<file path="config.mk">
export PLATFORM = sky130hd
export DESIGN_NAME = rvb_pcpi_unit
export DESIGN_NICKNAME = d
export VERILOG_FILES = /design/src/rtl/rvb_pcpi_unit.sv
export SDC_FILE = /design/constraint.sdc
export NUM_CORES = 2
export LEC_CHECK = 0
export CORE_ASPECT_RATIO = 1.4
export CORE_MARGIN = 2
export CORE_UTILIZATION = 32
export CTS_BUF_LIST = sky130_fd_sc_hd__clkbuf_2 sky130_fd_sc_hd__clkbuf_4 sky130_fd_sc_hd__clkbuf_8
export DETAILED_ROUTE_END_ITERATION = 8
export HOLD_SLACK_MARGIN = 0.08
export SLEW_MARGIN = 0
export SYNTH_ARGS = -nofsm -noshare
export SYNTH_HDL_FRONTEND = slang
export SYNTH_SLANG_ARGS = --single-unit
</file>
<file path="constraint.sdc">
create_clock -name clk -period 22.4 [get_ports clk]
set_input_delay 3.36 -clock clk [delete_from_list [all_inputs] [get_ports clk]]
set_output_delay 3.36 -clock clk [all_outputs]
set_load 0.02 [all_outputs]
</file>
<file path="src/rtl/rvb_pcpi_unit.sv">
// rvb_pcpi_unit: PCPI coprocessor for a subset of RISC-V bit-manipulation ops.
// Snoops PCPI requests, holds pcpi_wait on supported instructions, and
// returns the result with a one-cycle pcpi_ready/pcpi_wr pulse after a fixed
// per-class latency.
// Optional feature macro: RVB_CRC_EN enables the crc32/crc32c class.
module rvb_pcpi_unit (
    input  logic        clk,
    input  logic        reset,
    input  logic        pcpi_valid,
    input  logic [31:0] pcpi_insn,
    input  logic [31:0] pcpi_rs1,
    input  logic [31:0] pcpi_rs2,
    input  logic [31:0] pcpi_rs3,
    output logic        pcpi_wr,
    output logic [31:0] pcpi_rd,
    output logic        pcpi_wait,
    output logic        pcpi_ready,
    output logic [31:0] debug_rs2,
    output logic        debug_insn_simple,
    output logic        debug_insn_shifter,
    output logic        debug_insn_bitcnt,
    output logic        debug_insn_clmul,
    output logic        debug_insn_crc,
    output logic        debug_insn_bextdep,
    output logic        debug_insn_bmatxor
);

    typedef enum logic [4:0] {
        OP_NONE, OP_ANDN, OP_ORN, OP_XNOR, OP_MIN, OP_MAX, OP_MINU, OP_MAXU,
        OP_CMIX, OP_CMOV, OP_SLO, OP_SRO, OP_ROL, OP_ROR, OP_SBSET, OP_SBCLR,
        OP_SBINV, OP_SBEXT, OP_CLZ, OP_CTZ, OP_PCNT, OP_CLMUL, OP_CLMULR,
        OP_CLMULH, OP_CRC32, OP_CRC32C
    } op_t;

    typedef enum logic [1:0] {ST_IDLE, ST_BUSY, ST_DONE} state_t;

    localparam logic [6:0] OPC_OP  = 7'b0110011;
    localparam logic [6:0] OPC_IMM = 7'b0010011;

    logic [6:0]  opcode;
    logic [2:0]  f3;
    logic [6:0]  f7;
    op_t         dec_op;
    logic        cls_simple, cls_shifter, cls_bitcnt, cls_clmul;
    logic [2:0]  lat_load;
    state_t      state;
    logic        valid_q;
    op_t         op_q;
    logic [31:0] rs1_q, rs2_q, rs3_q;
    logic [2:0]  count;
    logic [4:0]  shamt;
    logic [63:0] prod;
    logic [31:0] result;
    logic        unused_insn_fields;

`ifdef RVB_CRC_EN
    logic        cls_crc;
    logic [2:0]  dec_bytes;
    logic [31:0] crc_x;
    logic [2:0]  crc_left;
`endif

    assign opcode = pcpi_insn[6:0];
    assign f3     = pcpi_insn[14:12];
    assign f7     = pcpi_insn[31:25];
    assign unused_insn_fields = ^{pcpi_insn[19:15], pcpi_insn[11:7]};

    function automatic logic [5:0] count_lead(input logic [31:0] x);
        logic [5:0] n;
        logic       hit;
        n   = 6'd0;
        hit = 1'b0;
        for (int i = 31; i >= 0; i--) begin
            if (x[i]) hit = 1'b1;
            else if (!hit) n = n + 6'd1;
        end
        return n;
    endfunction

    function automatic logic [5:0] count_trail(input logic [31:0] x);
        logic [5:0] n;
        logic       hit;
        n   = 6'd0;
        hit = 1'b0;
        for (int i = 0; i < 32; i++) begin
            if (x[i]) hit = 1'b1;
            else if (!hit) n = n + 6'd1;
        end
        return n;
    endfunction

    function automatic logic [5:0] count_ones(input logic [31:0] x);
        logic [5:0] n;
        n = 6'd0;
        for (int i = 0; i < 32; i++) n = n + {5'd0, x[i]};
        return n;
    endfunction

    function automatic logic [63:0] clmul64(input logic [31:0] a, input logic [31:0] b);
        logic [63:0] p;
        p = 64'd0;
        for (int i = 0; i < 32; i++) begin
            if (b[i]) p = p ^ ({32'd0, a} << i);
        end
        return p;
    endfunction

`ifdef RVB_CRC_EN
    function automatic logic [31:0] crc_byte(input logic [31:0] x, input logic [31:0] poly);
        logic [31:0] y;
        y = x;
        for (int i = 0; i < 8; i++) y = (y >> 1) ^ (y[0] ? poly : 32'd0);
        return y;
    endfunction
`endif

    // Decode the live instruction word into an operation (OP_NONE if unsupported)
    always_comb begin
        dec_op = OP_NONE;
`ifdef RVB_CRC_EN
        dec_bytes = 3'd1;
`endif
        if (opcode == OPC_OP) begin
            if (pcpi_insn[26:25] == 2'b11) begin
                if (f3 == 3'b001) dec_op = OP_CMIX;
                else if (f3 == 3'b101) dec_op = OP_CMOV;
            end else begin
                case ({f7, f3})
                    {7'b0100000, 3'b111}: dec_op = OP_ANDN;
                    {7'b0100000, 3'b110}: dec_op = OP_ORN;
                    {7'b0100000, 3'b100}: dec_op = OP_XNOR;
                    {7'b0000101, 3'b100}: dec_op = OP_MIN;
                    {7'b0000101, 3'b101}: dec_op = OP_MAX;
                    {7'b0000101, 3'b110}: dec_op = OP_MINU;
                    {7'b0000101, 3'b111}: dec_op = OP_MAXU;
                    {7'b0010000, 3'b001}: dec_op = OP_SLO;
                    {7'b0010000, 3'b101}: dec_op = OP_SRO;
                    {7'b0110000, 3'b001}: dec_op = OP_ROL;
                    {7'b0110000, 3'b101}: dec_op = OP_ROR;
                    {7'b0010100, 3'b001}: dec_op = OP_SBSET;
                    {7'b0100100, 3'b001}: dec_op = OP_SBCLR;
                    {7'b0110100, 3'b001}: dec_op = OP_SBINV;
                    {7'b0100100, 3'b101}: dec_op = OP_SBEXT;
                    {7'b0000101, 3'b001}: dec_op = OP_CLMUL;
                    {7'b0000101, 3'b010}: dec_op = OP_CLMULR;
                    {7'b0000101, 3'b011}: dec_op = OP_CLMULH;
                    default:              dec_op = OP_NONE;
                endcase
            end
        end else if (opcode == OPC_IMM && f3 == 3'b001) begin
            case (pcpi_insn[31:20])
                12'h600: dec_op = OP_CLZ;
                12'h601: dec_op = OP_CTZ;
                12'h602: dec_op = OP_PCNT;
                default: dec_op = OP_NONE;
            endcase
`ifdef RVB_CRC_EN
            if (f7 == 7'b0110000 && pcpi_insn[24] && !pcpi_insn[22] &&
                pcpi_insn[21:20] != 2'b11) begin
                dec_op    = pcpi_insn[23] ? OP_CRC32C : OP_CRC32;
                dec_bytes = 3'd1 << pcpi_insn[21:20];
            end
`endif
        end
    end

    // Group the decoded operation into classes and pick the countdown preload
    always_comb begin
        cls_simple  = dec_op inside {OP_ANDN, OP_ORN, OP_XNOR, OP_MIN, OP_MAX,
                                     OP_MINU, OP_MAXU, OP_CMIX, OP_CMOV};
        cls_shifter = dec_op inside {OP_SLO, OP_SRO, OP_ROL, OP_ROR, OP_SBSET,
                                     OP_SBCLR, OP_SBINV, OP_SBEXT};
        cls_bitcnt  = dec_op inside {OP_CLZ, OP_CTZ, OP_PCNT};
        cls_clmul   = dec_op inside {OP_CLMUL, OP_CLMULR, OP_CLMULH};
        lat_load    = cls_clmul ? 3'd5 : 3'd0;
`ifdef RVB_CRC_EN
        cls_crc = dec_op inside {OP_CRC32, OP_CRC32C};
        if (cls_crc) lat_load = dec_bytes;
`endif
    end

    assign pcpi_wait          = pcpi_valid && (dec_op != OP_NONE);
    assign pcpi_wr            = pcpi_ready;
    assign debug_rs2          = rs2_q;
    assign debug_insn_simple  = pcpi_valid && cls_simple;
    assign debug_insn_shifter = pcpi_valid && cls_shifter;
    assign debug_insn_bitcnt  = pcpi_valid && cls_bitcnt;
    assign debug_insn_clmul   = pcpi_valid && cls_clmul;
`ifdef RVB_CRC_EN
    assign debug_insn_crc     = pcpi_valid && cls_crc;
`else
    assign debug_insn_crc     = 1'b0;
`endif
    assign debug_insn_bextdep = 1'b0;
    assign debug_insn_bmatxor = 1'b0;

    assign shamt = rs2_q[4:0];
    assign prod  = clmul64(rs1_q, rs2_q);

    // Compute the result of the latched operation from the latched operands
    always_comb begin
        result = 32'd0;
        case (op_q)
            OP_ANDN:   result = rs1_q & ~rs2_q;
            OP_ORN:    result = rs1_q | ~rs2_q;
            OP_XNOR:   result = ~(rs1_q ^ rs2_q);
            OP_MIN:    result = ($signed(rs1_q) < $signed(rs2_q)) ? rs1_q : rs2_q;
            OP_MAX:    result = ($signed(rs1_q) > $signed(rs2_q)) ? rs1_q : rs2_q;
            OP_MINU:   result = (rs1_q < rs2_q) ? rs1_q : rs2_q;
            OP_MAXU:   result = (rs1_q > rs2_q) ? rs1_q : rs2_q;
            OP_CMIX:   result = (rs1_q & rs2_q) | (rs3_q & ~rs2_q);
            OP_CMOV:   result = (rs2_q != 32'd0) ? rs1_q : rs3_q;
            OP_SLO:    result = ~(~rs1_q << shamt);
            OP_SRO:    result = ~(~rs1_q >> shamt);
            OP_ROL:    result = (rs1_q << shamt) | (rs1_q >> (6'd32 - {1'b0, shamt}));
            OP_ROR:    result = (rs1_q >> shamt) | (rs1_q << (6'd32 - {1'b0, shamt}));
            OP_SBSET:  result = rs1_q | (32'd1 << shamt);
            OP_SBCLR:  result = rs1_q & ~(32'd1 << shamt);
            OP_SBINV:  result = rs1_q ^ (32'd1 << shamt);
            OP_SBEXT:  result = {31'd0, rs1_q[shamt]};
            OP_CLZ:    result = {26'd0, count_lead(rs1_q)};
            OP_CTZ:    result = {26'd0, count_trail(rs1_q)};
            OP_PCNT:   result = {26'd0, count_ones(rs1_q)};
            OP_CLMUL:  result = prod[31:0];
            OP_CLMULR: result = prod[62:31];
            OP_CLMULH: result = prod[63:32];
`ifdef RVB_CRC_EN
            OP_CRC32,
            OP_CRC32C: result = crc_x;
`endif
            default:   result = 32'd0;
        endcase
    end

    // Request tracking FSM: accept on a fresh valid, count down, pulse ready once
    always_ff @(posedge clk or posedge reset) begin
        if (reset) begin
            state      <= ST_IDLE;
            valid_q    <= 1'b0;
            op_q       <= OP_NONE;
            rs1_q      <= 32'd0;
            rs2_q      <= 32'd0;
            rs3_q      <= 32'd0;
            count      <= 3'd0;
            pcpi_ready <= 1'b0;
            pcpi_rd    <= 32'd0;
`ifdef RVB_CRC_EN
            crc_x      <= 32'd0;
            crc_left   <= 3'd0;
`endif
        end else begin
            valid_q    <= pcpi_valid;
            pcpi_ready <= 1'b0;
            case (state)
                ST_IDLE: begin
                    if (pcpi_valid && !valid_q && dec_op != OP_NONE) begin
                        op_q  <= dec_op;
                        rs1_q <= pcpi_rs1;
                        rs2_q <= pcpi_rs2;
                        rs3_q <= pcpi_rs3;
                        count <= lat_load;
                        state <= ST_BUSY;
`ifdef RVB_CRC_EN
                        crc_x    <= pcpi_rs1;
                        crc_left <= cls_crc ? dec_bytes : 3'd0;
`endif
                    end
                end
                ST_BUSY: begin
                    if (!pcpi_valid) begin
                        state <= ST_IDLE;
                    end else begin
                        if (count == 3'd0) begin
                            pcpi_rd    <= result;
                            pcpi_ready <= 1'b1;
                            state      <= ST_DONE;
                        end else begin
                            count <= count - 3'd1;
                        end
`ifdef RVB_CRC_EN
                        if (crc_left != 3'd0) begin
                            crc_x    <= crc_byte(crc_x, (op_q == OP_CRC32C) ?
                                                 32'h82F63B78 : 32'hEDB88320);
                            crc_left <= crc_left - 3'd1;
                        end
`endif
                    end
                end
                ST_DONE: state <= ST_IDLE;
                default: state <= ST_IDLE;
            endcase
        end
    end

endmodule

</file>
# == Yosys cells after proc, flatten, opt, wreduce, memory -nomap -nowiden ==
# Cells that the tools add are included.
# op_classes
n_bitwise,48
reduce_logical,22
mux,371
order_cmp,5
shift,7
addsub,95
n_div,0
multipliers,0
n_eq_ne,77
# ops
op,n
$mux W64,31
$mux W6,186
$pmux W32 S23,1
$add A6 B1 Y6 const B,62
$mux W32,6
$not A32 Y32,6
$or A32 B32 Y32,5
$add A6 B1 Y6,26
$mux W1,130
$and A32 B32 Y32,4
$pmux W5 S18,1
$eq A10 B9 Y1 const B,8
$eq A5 B4 Y1 const B,16
$eq A5 B5 Y1 const B,16
$eq A10 B6 Y1 const B,7
$gt A32 B32 Y1,2
$lt A32 B32 Y1,2
$shl A32 B5 Y32,2
$shr A32 B5 Y32,2
$xor A32 B32 Y32,2
$xor A64 B33 Y64,1
$xor A64 B34 Y64,1
$xor A64 B35 Y64,1
$xor A64 B36 Y64,1
72 further kinds,106
# totals
mem_count,0
word_cells,634
register_bits,140
input_bits,131
output_inout_bits,74
mem_bits_rw,0
romBits,0
latchBits,0

# == Depth between registers and ports, before layout ==
# depth
ltp_word,126
ltp_mapped,100
mapped_depth_nobuf,97

# == Worst setup path before layout ==
# OpenSTA, ideal clock, no wires.
# synth_path
kind,reg2reg
startpoint,register rs1_q[31]
endpoint,register pcpi_rd[4]
path_buffers,4
slack_ps,4760
t_required_ps,22299
setup_ps,101
path_stages_with_launch,101
period_less_slack_ps,17640
t_arrival_ps,17539
path_cell_list,dfrtp_1 -> clkbuf_1 -> buf_1 -> buf_1 -> clkbuf_1 -> nor2_1 -> ha_1 -> mux2_2 -> ha_1 -> nand2b_1 -> a21boi_0 -> ha_1 -> nand2_1 -> nand2_1 -> ha_1 -> o21bai_1 -> a21oi_1 -> ha_1 -> [65 not listed] -> ha_1 -> mux2i_1 -> o21ai_0 -> ha_1 -> mux2_2 -> ha_1 -> mux2i_1 -> nand2_1 -> o21a_1 -> ha_1 -> nand2_1 -> maj3_1 -> o22ai_1 -> a31oi_1 -> o22ai_1 -> xnor2_1 -> nand3_1 -> o311ai_2
# synth_between
elab_chain_cells,126
word_cells_on_any_way,265
classes_between,add/sub: 32; order compare: 4; shift: 6; mux: 190; bitwise: 33
# synth_lines
item,line,source
from (decl),49,"logic [31:0] rs1_q, rs2_q, rs3_q;"
from (signal assigned),258,rs1_q <= pcpi_rs1;
$mux W1,74,if (x[i]) hit = 1'b1;
$mux W6,203,case (op_q)
$add A6 B1 Y6,75,else if (!hit) n = n + 6'd1;
$mux W6,75,
$mux W6,74,
$mux W6,203,
$add A6 B1 Y6,75,
$mux W6,75,
[110 not listed],--,
$add A6 B1 Y6,75,
$mux W6,75,
$mux W6,74,
$mux W6,203,
$add A6 B1 Y6,75,
$mux W6,75,
$mux W6,74,
$pmux W32 S23 *,203,
to (signal assigned),274,pcpi_rd <= result;
to (decl),15,"output logic [31:0] pcpi_rd,"
# Every way passes the cells marked *; elsewhere a longest branch is shown, timed or not. The select of a mux whose other input is x is not followed.
# A chain may end at the register's enable or synchronous reset.

# == Worst setup path in the final report ==
# layout_path
startpoint,register rs1_q[30]
endpoint,register pcpi_rd[4]
# layout_between
elab_chain_cells,122
word_cells_on_any_way,264
classes_between,add/sub: 33; order compare: 4; shift: 6; mux: 189; bitwise: 32
# layout_lines
item,line
$mux W6,74
$mux W6,203
$add A6 B1 Y6,75
$mux W6,75
$mux W6,74
$mux W6,203
$add A6 B1 Y6,75
$mux W6,75
[106 not listed],--
$add A6 B1 Y6,75
$mux W6,75
$mux W6,74
$mux W6,203
$add A6 B1 Y6,75
$mux W6,75
$mux W6,74
$pmux W32 S23 *,203
# Marks and branches as above.

==> flow_metrics.tcl <==
set metrics [dict create \
    status "finished, violations left" \
    violations "capacitance limit, slew limit" \
    grt_pass1_vias 44820 \
    clkTransAtPathRegs_ps 130 \
    criticalPathCategory "register to register" \
    fin_ws_ps 2965 \
    dp_cells 7605 \
    die_h_microns 421.4 \
    vias_per_cell 6.229 \
    wirelength_microns 254000 \
    crit_buf_inv 1 \
    num_rows 153 \
    first_pass_iters 9 \
    grt_overflow 0 \
    pwr-share-comb_pct 69.0 \
    rr_endpoint "pcpi_rd[4]$_DFFE_PP0P_" \
    hold_buffers 0 \
    crit_arrival_ps 19940 \
    dp_hpwl_microns 180100 \
    synth_ff_type "dfrtp_1" \
    syn_to_final_growth_pct 10.45 \
    required_ps 22900 \
    synthTopCellsByArea "xnor2_1 20%, nand2_1 15%, dfrtp_1 8.8%, xor2_1 5.5%, a21oi_1 4.9%" \
    antenna_left 0 \
    slowest_stage "dfrtp_2" \
    grt_pass1_wl_microns 353500 \
    tightestPinTransition_ps 1606 \
    synth.largest_area_cell "xnor2_1" \
    p_sw_w 0.0008994 \
    fmax_mhz 51.45 \
    power_frac_seq_pct 16.6 \
    peakVddDrop_v 0.00005012 \
    clkSinkCount 140 \
    r2r_slack_ps 2970 \
    startpoint_type "register" \
    syn_inst 6121 \
    yosysMostFrequentCell "nand2_1" \
    grt_setup_unrepaired "no" \
    drc_errors 0 \
    synth_top_cells_by_count "1,556 x nand2_1, 888 x xnor2_1, 417 x nor2_1" \
    final_period_minus_worst_setup_slack_ps 19430 \
    place.gp.congestion 1.092 \
    ys_ff_latch 140 \
    p_leak_nw 19.83 \
    drive_gt1_share_pct 7.530 \
    post-cts-setup-buffers 0 \
    cp_max_fo 19 \
    finalMaxSlewViolations 4 \
    die-area_sq_mm 0.1274 \
    hold_path_class "register to register" \
    min_to "pcpi_rd[0]$_DFFE_PP0P_" \
    wire_per_inst_microns 33.18 \
    grtUsageTotal_pct 39.09 \
    critPathTopFamily "adder cells" \
    cts_root_buffer "clkbuf_8" \
    setup_viol 0 \
    drt_iter0_drc 6276 \
    numCtsBuffers 17 \
    fin_skew_ps 42.06 \
    cap_viol_max_count 1 \
    io_pins 205 \
    antenna_found_initial 24 \
    min_path_cells 1 \
    grt_max_degree 96 \
    ys_seq_area_share_pct 8.796 \
    htreeDepth 4 \
    instances_no_fill 7655 \
    crit_top_cell "ha_1" \
    synth.top_cell.area_share_pct 19.53 \
    power.density_mw_per_mm2 37.57 \
    chipWidth_microns 302.2 \
    synth_edf_count 0 \
    hold_viol_final 0 \
    p_total_w 0.001653 \
    syn_area_per_cell_sq_um 6.507 \
    num-nets-final 6270 \
    setup-tns-final_ps 0 \
    endpoint_kind "register" \
    timing.rr.start "rs1_q[30]$_DFFE_PP0P_" \
    final_util_pct 35.52 \
    synth_warnings 0 \
    power_frac_clock_pct 14.3 \
    relSlewSlack_pct -7.894 \
    ys_types 107 \
    r2r_cells 96 \
    pre_cts_ws_ps 3192 \
    clock_path_buffers 2 \
    tritoncts "yes" \
    vias 47680 \
    initial_core_util_pct 32.16 \
    finalCritPeriodShare_pct 86.76 \
    worstHoldStart "pcpi_rd[0]$_DFFE_PP0P_" \
    async_reset_ff_share_pct 100.0 \
    insertion_delay_ps 630 \
    cp_slowest_stage_delay_ps 710 \
    swShare_pct 54.42 \
    ctsResizeCount 0 \
    internal-power_w 0.0007532 \
    coreArea_sq_mm 0.1239 \
    numPortBuffers 191 \
    netlist_area_sq_mm 0.03983 \
]
==> cells in the final DEF, fill, tap and decap left out, types with 53 or more instances in the layout <==
cell type / synthesis / final
nor3_1: 93 / 89
ha_1: 112 / 110
nor2b_1: 55 / 55
mux2i_1: 116 / 116
nor2_1: 417 / 412
clkdlybuf4s50_1: 0 / 191
inv_1: 110 / 108
nand3_1: 97 / 96
o21ai_0: 361 / 357
a21oi_1: 390 / 390
o22ai_1: 74 / 74
dfrtp_1: 140 / 91
mux2_2: 60 / 60
xnor2_1: 888 / 877
a211oi_1: 53 / 53
buf_4: 4 / 181
nand2_1: 1556 / 1555
xor2_1: 249 / 249
==> through the flow <==
step,hold WS (ps),area [sq um]
2_1_floorplan,474.1,39840
3_3_place_gp,466.5,43370
3_5_place_dp,467.6,43370
4_1_cts,497.1,43780
5_1_grt,507.9,43970
6_report,497.2,43990
==> cell type report <==
cell class                      count  area, sq um
Fill cell                       13360        79870
Antenna cell                       12        30.03
Inverter                          119        451.7
Clock buffer                       19        261.5
Multi-Input combinational cell   5347        34130
Sequential cell                   140         3577
Clock inverter                     13        145.1
Tap cell                         1627         2036
Timing Repair Buffer              378         3362
==> metal layers <==
metal | wire [microns] | vias up | track usage (%) | part of all wire [%]
li1 | - | 20500 | - | -
met3 | 25060 | 1012 | 9.828 | 9.9
met4 | 27570 | 12 | 32.78 | 11
met5 | 80 | - | 0 | 0.032
met1 | 88110 | 22850 | 44.13 | 35
met2 | 113100 | 3306 | 61.47 | 45
==> state kept, by name (all words and copies together) (netlist names) <==
signal and flops:
pcpi_ready 1, state 2, debug_rs2 32, rs1_q 32
op_q 5, rs3_q 32, count 3, pcpi_rd 32
valid_q 1
==> how the worst max path moves through the flow <==
stage	to	slack [ps]	cells after the start	from
after detailed placement	pcpi_rd[4]$_DFFE_PP0P_	3190	96	rs1_q[30]$_DFFE_PP0P_
after floorplan	pcpi_rd[4]$_DFFE_PP0P_	4760	100	rs1_q[31]$_DFFE_PP0P_
after CTS	pcpi_rd[4]$_DFFE_PP0P_	3110	96	rs1_q[30]$_DFFE_PP0P_
after global routing	pcpi_rd[4]$_DFFE_PP0P_	1580	96	rs1_q[30]$_DFFE_PP0P_
final	pcpi_rd[4]$_DFFE_PP0P_	2970	96	rs1_q[30]$_DFFE_PP0P_
after global placement	pcpi_rd[4]$_DFFE_PP0P_	3150	96	rs1_q[30]$_DFFE_PP0P_
==> power by group through the flow <==
stage               clock network, W  logic (W)  registers [W]
floorplan                          0   0.000617       0.000268
finish                      0.000237    0.00114       0.000275
detailed placement                 0    0.00103       0.000279
CTS                         0.000243    0.00103       0.000274
global route                0.000251    0.00116       0.000275
global placement                   0    0.00102       0.000279
==> worst register-to-register path, delay by kind of cell, from the launching register on <==
kind | cells | cell delay [ps]
buffers and inverters | 1 | 120
DFF | 1 | 710
AOI/OAI and AO/OA | 29 | 5460
muxes | 11 | 2110
adders and majority gates | 28 | 8570
and+or+nand+nor | 26 | 2190
xor gates and xnor gates | 1 | 140
==> kinds of logic (layout without fill, tap and decap cells) <==
| kind of cell | Yosys count | count (layout) | share of synthesized area, % |
|---|---|---|---|
| xor+xnor | 1172 | 1172 | 26.85 |
| buf+inv | 636 | 529 | 6.119 |
| simple gates | 2522 | 2522 | 27.24 |
| compound gates | 1320 | 1320 | 20.73 |
| flops | 140 | 140 | 8.796 |
| mux | 191 | 191 | 5.460 |
| other cells | 1 | 15 | 0.009415 |
| fa+ha+maj | 139 | 139 | 4.800 |
(Power assumes the default switching activity.)
